==> config.mk <==
export PLATFORM = sky130hd
export DESIGN_NAME = mips_mem_system
export DESIGN_NICKNAME = d
export VERILOG_FILES = /design/src/rtl/mips_mem_system.sv
export SDC_FILE = /design/constraint.sdc
export NUM_CORES = 2
export LEC_CHECK = 0
export CORE_ASPECT_RATIO = 1.25
export CORE_MARGIN = 3
export CORE_UTILIZATION = 38
export DETAILED_ROUTE_END_ITERATION = 10
export PLACE_DENSITY = 0.53
export SYNTH_ARGS = -nofsm -noshare
export SYNTH_HDL_FRONTEND = slang
export SYNTH_SLANG_ARGS = --single-unit
==> constraint.sdc <==
create_clock -name clk -period 10.2 [get_ports clk]
set_clock_uncertainty 0.2 [all_clocks]
set_input_delay 3.06 -clock clk [delete_from_list [all_inputs] [get_ports clk]]
set_output_delay 3.06 -clock clk [all_outputs]
set_load 0.02 [all_outputs]
==> src/rtl/mips_mem_system.sv <==
// Memory subsystem for a multicycle MIPS core: word RAM plus three MMIO registers.
//   clk, reset     : single clock, synchronous active-high reset
//   adr            : byte address (PC or data address), decoded every cycle
//   memwrite       : store strobe for the current cycle
//   writedata      : store data
//   readdata       : combinational load/fetch data for adr
//   tx_data        : TX FIFO head byte
//   tx_valid       : TX FIFO non-empty
//   tx_ready       : consumer takes the head this cycle
//   bus_err        : sticky flag, set by any access to an unmapped address
// MMIO map: TXDATA 0xFFFF_0000 (write pushes a byte), STATUS 0xFFFF_0004,
// TIMER 0xFFFF_0008 (free-running, writable).
module mips_mem_system #(
    parameter int unsigned RAM_WORDS  = 64,
    parameter int unsigned FIFO_DEPTH = 4
) (
    input  logic        clk,
    input  logic        reset,
    input  logic [31:0] adr,
    input  logic        memwrite,
    input  logic [31:0] writedata,
    output logic [31:0] readdata,
    output logic [7:0]  tx_data,
    output logic        tx_valid,
    input  logic        tx_ready,
    output logic        bus_err
);

    localparam int unsigned RamAw  = $clog2(RAM_WORDS);
    localparam int unsigned FifoAw = $clog2(FIFO_DEPTH);

    localparam logic [31:0] AdrTxData = 32'hFFFF_0000;
    localparam logic [31:0] AdrStatus = 32'hFFFF_0004;
    localparam logic [31:0] AdrTimer  = 32'hFFFF_0008;

    localparam logic [FifoAw:0]   CountFull = (FifoAw + 1)'(FIFO_DEPTH);
    localparam logic [FifoAw:0]   CountOne  = (FifoAw + 1)'(1);
    localparam logic [FifoAw-1:0] PtrOne    = FifoAw'(1);

    logic [31:0]       ram_q [RAM_WORDS];
    logic [7:0]        fifo_q [FIFO_DEPTH];
    logic [FifoAw-1:0] wr_ptr_q, wr_ptr_d;
    logic [FifoAw-1:0] rd_ptr_q, rd_ptr_d;
    logic [FifoAw:0]   count_q, count_d;
    logic              overflow_q, overflow_d;
    logic              bus_err_q, bus_err_d;
    logic [31:0]       timer_q, timer_d;

    logic        ram_hit, tx_hit, status_hit, timer_hit, unmapped;
    logic        fifo_full, fifo_empty, push_req, push, pop;
    logic [31:0] count_ext;
    logic [2:0]  count_sat;

    // Address decode. RAM occupies the low RAM_WORDS words; adr[1:0] ignored there.
    assign ram_hit    = (adr[31:RamAw+2] == '0);
    assign tx_hit     = (adr == AdrTxData);
    assign status_hit = (adr == AdrStatus);
    assign timer_hit  = (adr == AdrTimer);
    assign unmapped   = !(ram_hit || tx_hit || status_hit || timer_hit);

    assign fifo_full  = (count_q == CountFull);
    assign fifo_empty = (count_q == '0);
    assign pop        = !fifo_empty && tx_ready;
    assign push_req   = memwrite && tx_hit;
    // A full FIFO still accepts a push when the head leaves on the same edge.
    assign push       = push_req && (!fifo_full || pop);

    assign count_ext = 32'(count_q);
    assign count_sat = (count_ext > 32'd7) ? 3'd7 : count_ext[2:0];

    always_comb begin
        wr_ptr_d   = push ? wr_ptr_q + PtrOne : wr_ptr_q;
        rd_ptr_d   = pop ? rd_ptr_q + PtrOne : rd_ptr_q;
        count_d    = count_q;
        if (push && !pop) begin
            count_d = count_q + CountOne;
        end else if (pop && !push) begin
            count_d = count_q - CountOne;
        end
        overflow_d = overflow_q || (push_req && fifo_full && !pop);
        bus_err_d  = bus_err_q || unmapped;
        // A TIMER store replaces the increment for that edge.
        timer_d    = (memwrite && timer_hit) ? writedata : timer_q + 32'd1;
    end

    always_ff @(posedge clk) begin
        if (reset) begin
            wr_ptr_q   <= '0;
            rd_ptr_q   <= '0;
            count_q    <= '0;
            overflow_q <= 1'b0;
            bus_err_q  <= 1'b0;
            timer_q    <= '0;
        end else begin
            wr_ptr_q   <= wr_ptr_d;
            rd_ptr_q   <= rd_ptr_d;
            count_q    <= count_d;
            overflow_q <= overflow_d;
            bus_err_q  <= bus_err_d;
            timer_q    <= timer_d;
        end
    end

    // Storage arrays are not reset; reset still blocks writes on its edge.
    always_ff @(posedge clk) begin
        if (!reset && memwrite && ram_hit) begin
            ram_q[adr[RamAw+1:2]] <= writedata;
        end
        if (!reset && push) begin
            fifo_q[wr_ptr_q] <= writedata[7:0];
        end
    end

    always_comb begin
        readdata = '0;
        if (ram_hit) begin
            readdata = ram_q[adr[RamAw+1:2]];
        end else if (status_hit) begin
            readdata = {26'd0, overflow_q, count_sat, fifo_empty, fifo_full};
        end else if (timer_hit) begin
            readdata = timer_q;
        end
    end

    assign tx_data  = fifo_q[rd_ptr_q];
    assign tx_valid = !fifo_empty;
    assign bus_err  = bus_err_q;

endmodule

# Yosys cells after proc, flatten, opt, wreduce, memory -nomap -nowiden
# Memories as Yosys holds them, arrays and structs flattened. A register that Yosys moved wholly into a read port is not among the register bits.
# Index checks and enable logic that the tools add are counted.
# Widths: inputs -> output; s select.
[word_totals] n_memories=2 ram_bits=2080 in_bits=68 reg_bits=41 out_inout_bits=42 elab_cells=57
[mem_list] memory="ram_q" depth=64 width=32 rd=1 rd_clocked_by_memory_dff=0 write_ports=1 line="40" text="logic [31:0] ram_q [RAM_WORDS];"
[mem_list] memory="fifo_q" depth=4 width=8 rd=1 rd_clocked_by_memory_dff=1 write_ports=1 line="41" text="logic [7:0] fifo_q [FIFO_DEPTH];"
[classes] n_addsub=5 n_eq_ne=4 n_lt_le_gt_ge=1 reduce_logical=26 mux=13
[op_table] op="$mux 32" n=4
[op_table] op="$eq 32x32->1 const B" n=3
[op_table] op="$add 32x1->32 const B" n=1
[op_table] op="$logic_not 24->1" n=1
[op_table] op="$logic_and 1x1->1" n=11
[op_table] op="$mux 3" n=3
[op_table] op="$logic_not 1->1" n=6
[op_table] op="$logic_or 1x1->1" n=6
[op_table] op="$add 2x1->2 const B" n=2
[op_table] op="$mux 1" n=4
[op_table] op="$mux 2" n=2
[op_table] op="$add 3x1->3 const B" n=1
[op_table] op="$eq 3x3->1 const B" n=1
[op_table] op="$gt 3x3->1 const B" n=1
[op_table] op="$logic_not 3->1" n=1
[op_table] op="$sub 3x1->3 const B" n=1
[op_table] op="$reduce_bool 2->1" n=1

# Logic depth before layout (Yosys ltp)
[depth] ltp_word=9 depth_mapped=13 mapped_depth_nobuf=10

# Worst setup path before layout
# Ideal clock, no wire load.
[synth_timing] path_kind="input -> output" start="input port adr[3]" end="output port readdata[10]" t_required_ns=6.940 stages=9 arrival_ns=5.616 n_path_buf=5 slack_ns=1.324 path_cell_list="clkbuf_1 -> buf_2 -> buf_2 -> buf_2 -> buf_1 -> mux2i_1 -> a21oi_1 -> nor2_1 -> o311ai_0"
[synth_between] elab_chain_cells=4 word_cells_on_any_way=6 cone_classes="2 x eq/ne; 3 x mux; 1 x memory"
[synth_rtl] item="start, declared" line="19" text="input logic [31:0] adr,"
[synth_rtl] item="parallel branches: the longest is 3 deep, another holds $mem_v2 64x32"
[synth_rtl] item="$mux 32 *" line="116" text="if (ram_hit) begin"
[synth_rtl] item="end, declared" line="22" text="output logic [31:0] readdata,"
# Mark *: on every way between the ends.

# Final worst setup path
[layout_timing] start="input port adr[28]" end="output port readdata[12]"
[layout_between] elab_chain_cells=4 word_cells_on_any_way=6 cone_classes="2 x eq/ne; 3 x mux; 1 x reduce/logical"
[layout_rtl] item="$eq 32x32->1" line="58" text="assign timer_hit = (adr == AdrTimer);"
[layout_rtl] item="$mux 32" line="120" text="end else if (timer_hit) begin"
[layout_rtl] item="$mux 32" line="118" text="end else if (status_hit) begin"
[layout_rtl] item="$mux 32 *" line="116"
# Mark *: on every way between the ends. The rest lies on a longest branch, timed or not.

==> reports/results.ini <==
[outcome]
outcome = complete, no violations

[synthesis]
mappedNetlistArea_um2 = 82200
synth_nets = 3975
synth_cell_type_count = 67
post_synth_inst_count = 3900
synth.ff_latch_count = 2123
ys_dominant_reg_cell = edfxtp_1
syn_area_per_cell_um2 = 21.1
synth-edff-count = 2080
synth_warnings = 0
synth_sequential_area_ratio = 0.770
ffs_w_async_s_r_synth = 0

[global_route]
grt_max_degree = 72
via_count_of_the_first_global_routing_pass = 43200
overflow = 0
wire_length_of_the_first_global_routing_pass_um = 353000
grt_antenna_before_repair = 17
grt_util_all_layers = 0.228

[setup_path]
max_stage_delay_ns = 0.66
reg2reg_to = count_q[2]
critical_path.top_delay_family = simple AND/OR/NAND/NOR gates
critical_path_endpoint = readdata[12]
path_depth = 11
cp_slowest_cell = nor4_2
path_common_cell = buf_4
critical_path_class = input pin to output pin
regToRegSetupSlack_ns = 7.42
timing.critical_path.cells = clkdlybuf4s50_1, nor4_2, buf_4, nand4_1, or2_2, buf_4, nor4_1, buf_4, a21oi_1, nand2_1, clkdlybuf4s50_1
timing.critical_path.required_ns = 6.94
timing.critical_path.arrival_ns = 6.73
timing.reg2reg.worst_path_depth = 8
worstPathMaxFanout = 7
critPathLaunch = adr[28]
start_kind = input pin
critical_path.n_buffers_inverters = 5
timing.rr.start = count_q[0]
timing.critical_path.to_type = output pin

[place]
gp_routability_congestion = 0.871
placement.io_buffers = 109
pre_cts_ws_ns = 0.0885
detailedPlacementHpwl_um = 159000

[drt]
top_signal_layer_used = met5
wl_met1_um = 101000
drtPass1Iterations = 6
vias = 42600
finalWirelength_um = 255000
wl_cell_um = 34.7
drc_errors = 0
drt_iter0_drc = 5145
viasPerCell = 5.78
final_antenna_net_count = 0
dr_wl_met2_um = 126000
total_length_of_routed_met3_wires_um = 17700

[timing]
relSlewSlack = 0.116
timing.final.setup_violations = 0
finalWorstSetupSlack_ns = 0.207
final_max_slew_viol_count = 0
max_freq_mhz = 100
final.min_clock_period_ns = 9.99
setup_repair_after_global_routing_missed_its_margin = false
report.final.hold_viol_count = 0
tns_ns = 0
slew_worst_pin_ns = 1.32
post-route-period-util = 0.980

[die]
core_area_um2 = 215000
floorplan.initialDensity = 0.383
rows = 190
dieArea_um2 = 222000
die_h_um = 526
die_width_um = 422
num_io_pins = 110

[clock_network]
numCtsBuffers = 208
maximum_root_to_sink_buffer_count = 3
clock_tree.root_cell = clkbuf_16
worst_skew_pair.late_latency_ns = 0.86
htreeDepth = 4
cts.sinks = 2123
post_cts_resize_count = 0
cts_tree = done
post-cts-setup-buffer-count = 0
hold_buffers = 0
cts.reportedPaths.clkPinSlew_ns = 0.06

[flow_run]
cap_violations = 0

[final_layout]
final_layout_size_suffix_gt1_frac = 0.273
mostFrequentLayoutCell = edfxtp_1
syn2layout_area_growth_pct = 16.2
num-nets-final = 4378
top_library_cells_by_usage_in_the_layout_fill_and_taps_aside = edfxtp_1, mux4_2, buf_4

[power_and_ir_drop]
ir_drop_uv = 162
p_leak_nw = 30.0
powerDensity_nw_per_um2 = 187

[worst_hold_path]
holdCritPathClass = flop to flop
number_of_instances_on_the_worst_hold_path = 2

==> logic make-up after synthesis <==
| group | synth area share |
|---|---|
| xor+xnor | 0.00373 |
| fa+ha+maj | 0.00116 |
| compound gates | 0.0305 |
| buf+inv | 0.0113 |
| mux | 0.156 |
| simple gates | 0.0272 |
| flops | 0.770 |
==> how the worst min path moves through the flow <==
stage	startpoint	endpoint	slack [ns]
after floorplan	overflow_q	overflow_q	0.24
after global placement	bus_err	bus_err	0.25
after detailed placement	overflow_q	overflow_q	0.27
after CTS	overflow_q	overflow_q	0.28
after global routing	overflow_q	overflow_q	0.31
final	overflow_q	overflow_q	0.29
==> report_power, final <==
group / switching (mW) / total, mW / internal [mW]
Clock: 3.32 / 7.48 / 4.16
Sequential: 0.00132 / 9.57 / 9.57
Combinational: 0.541 / 0.834 / 0.293
Total: 3.87 / 17.9 / 14.0
==> through the flow <==
step / total power [mW] / cells / instance area (um2) / util / hold WS, ns
2_1_floorplan: 10.2 / 3900 / 82200 / - / 0.241
3_3_place_gp: 10.6 / 6973 / 89000 / 0.414 / 0.254
3_5_place_dp: 10.6 / 6973 / 89000 / 0.414 / 0.267
4_1_cts: 18.0 / 7358 / 95500 / 0.445 / 0.285
5_1_grt: 18.4 / 7359 / 95500 / 0.445 / 0.311
6_report: 17.9 / 7366 / 95500 / 0.445 / 0.289
==> routing by layer <==
layer | vias to the layer above | GRT usage
li1 | 17200 | -
met1 | 23100 | 0.299
met2 | 1837 | 0.378
met3 | 406 | 0.0414
met4 | 6 | 0.0884
met5 | - | 0
==> state kept, by name, indices dropped and copies added, names as in the netlist, named ones only <==
name / cells
ram_q: 2048
fifo_q: 32
timer_q: 32
count_q: 3
rd_ptr_q: 2
wr_ptr_q: 2
bus_err: 1
overflow_q: 1
==> worst min-delay path, stage by stage (launching register included) <==
cell     delay [ns]
dfxtp_1        0.34
a41oi_1        0.05
nor2_1         0.07
==> synth_stat cells (29+ instances only) <==
library cell | number | area, um2
edfxtp_1 | 2080 | 62500
mux4_2 | 455 | 10200
mux2i_1 | 229 | 2290
nor2_1 | 172 | 646
clkbuf_1 | 106 | 398
nand2_1 | 92 | 345
a22oi_1 | 77 | 578
buf_2 | 64 | 320
nand3_1 | 48 | 240
o22ai_1 | 48 | 300
dfxtp_1 | 43 | 861
a21oi_1 | 42 | 210
buf_1 | 42 | 158
a211oi_1 | 34 | 255
o21ai_0 | 34 | 170
nor3_1 | 29 | 145
==> final cells by class <==
type / count / area [um2]
clock buffers: 265 / 5480
fillers: 18200 / 119000
multi-input cells: 1556 / 18500
inverters: 7 / 28.8
flip-flops and latches: 2123 / 63300
repair buffers: 407 / 3570
well taps: 2880 / 3600
clock inverters: 120 / 1070
diodes: 8 / 20.0
Power figures use the tool's default switching activity.
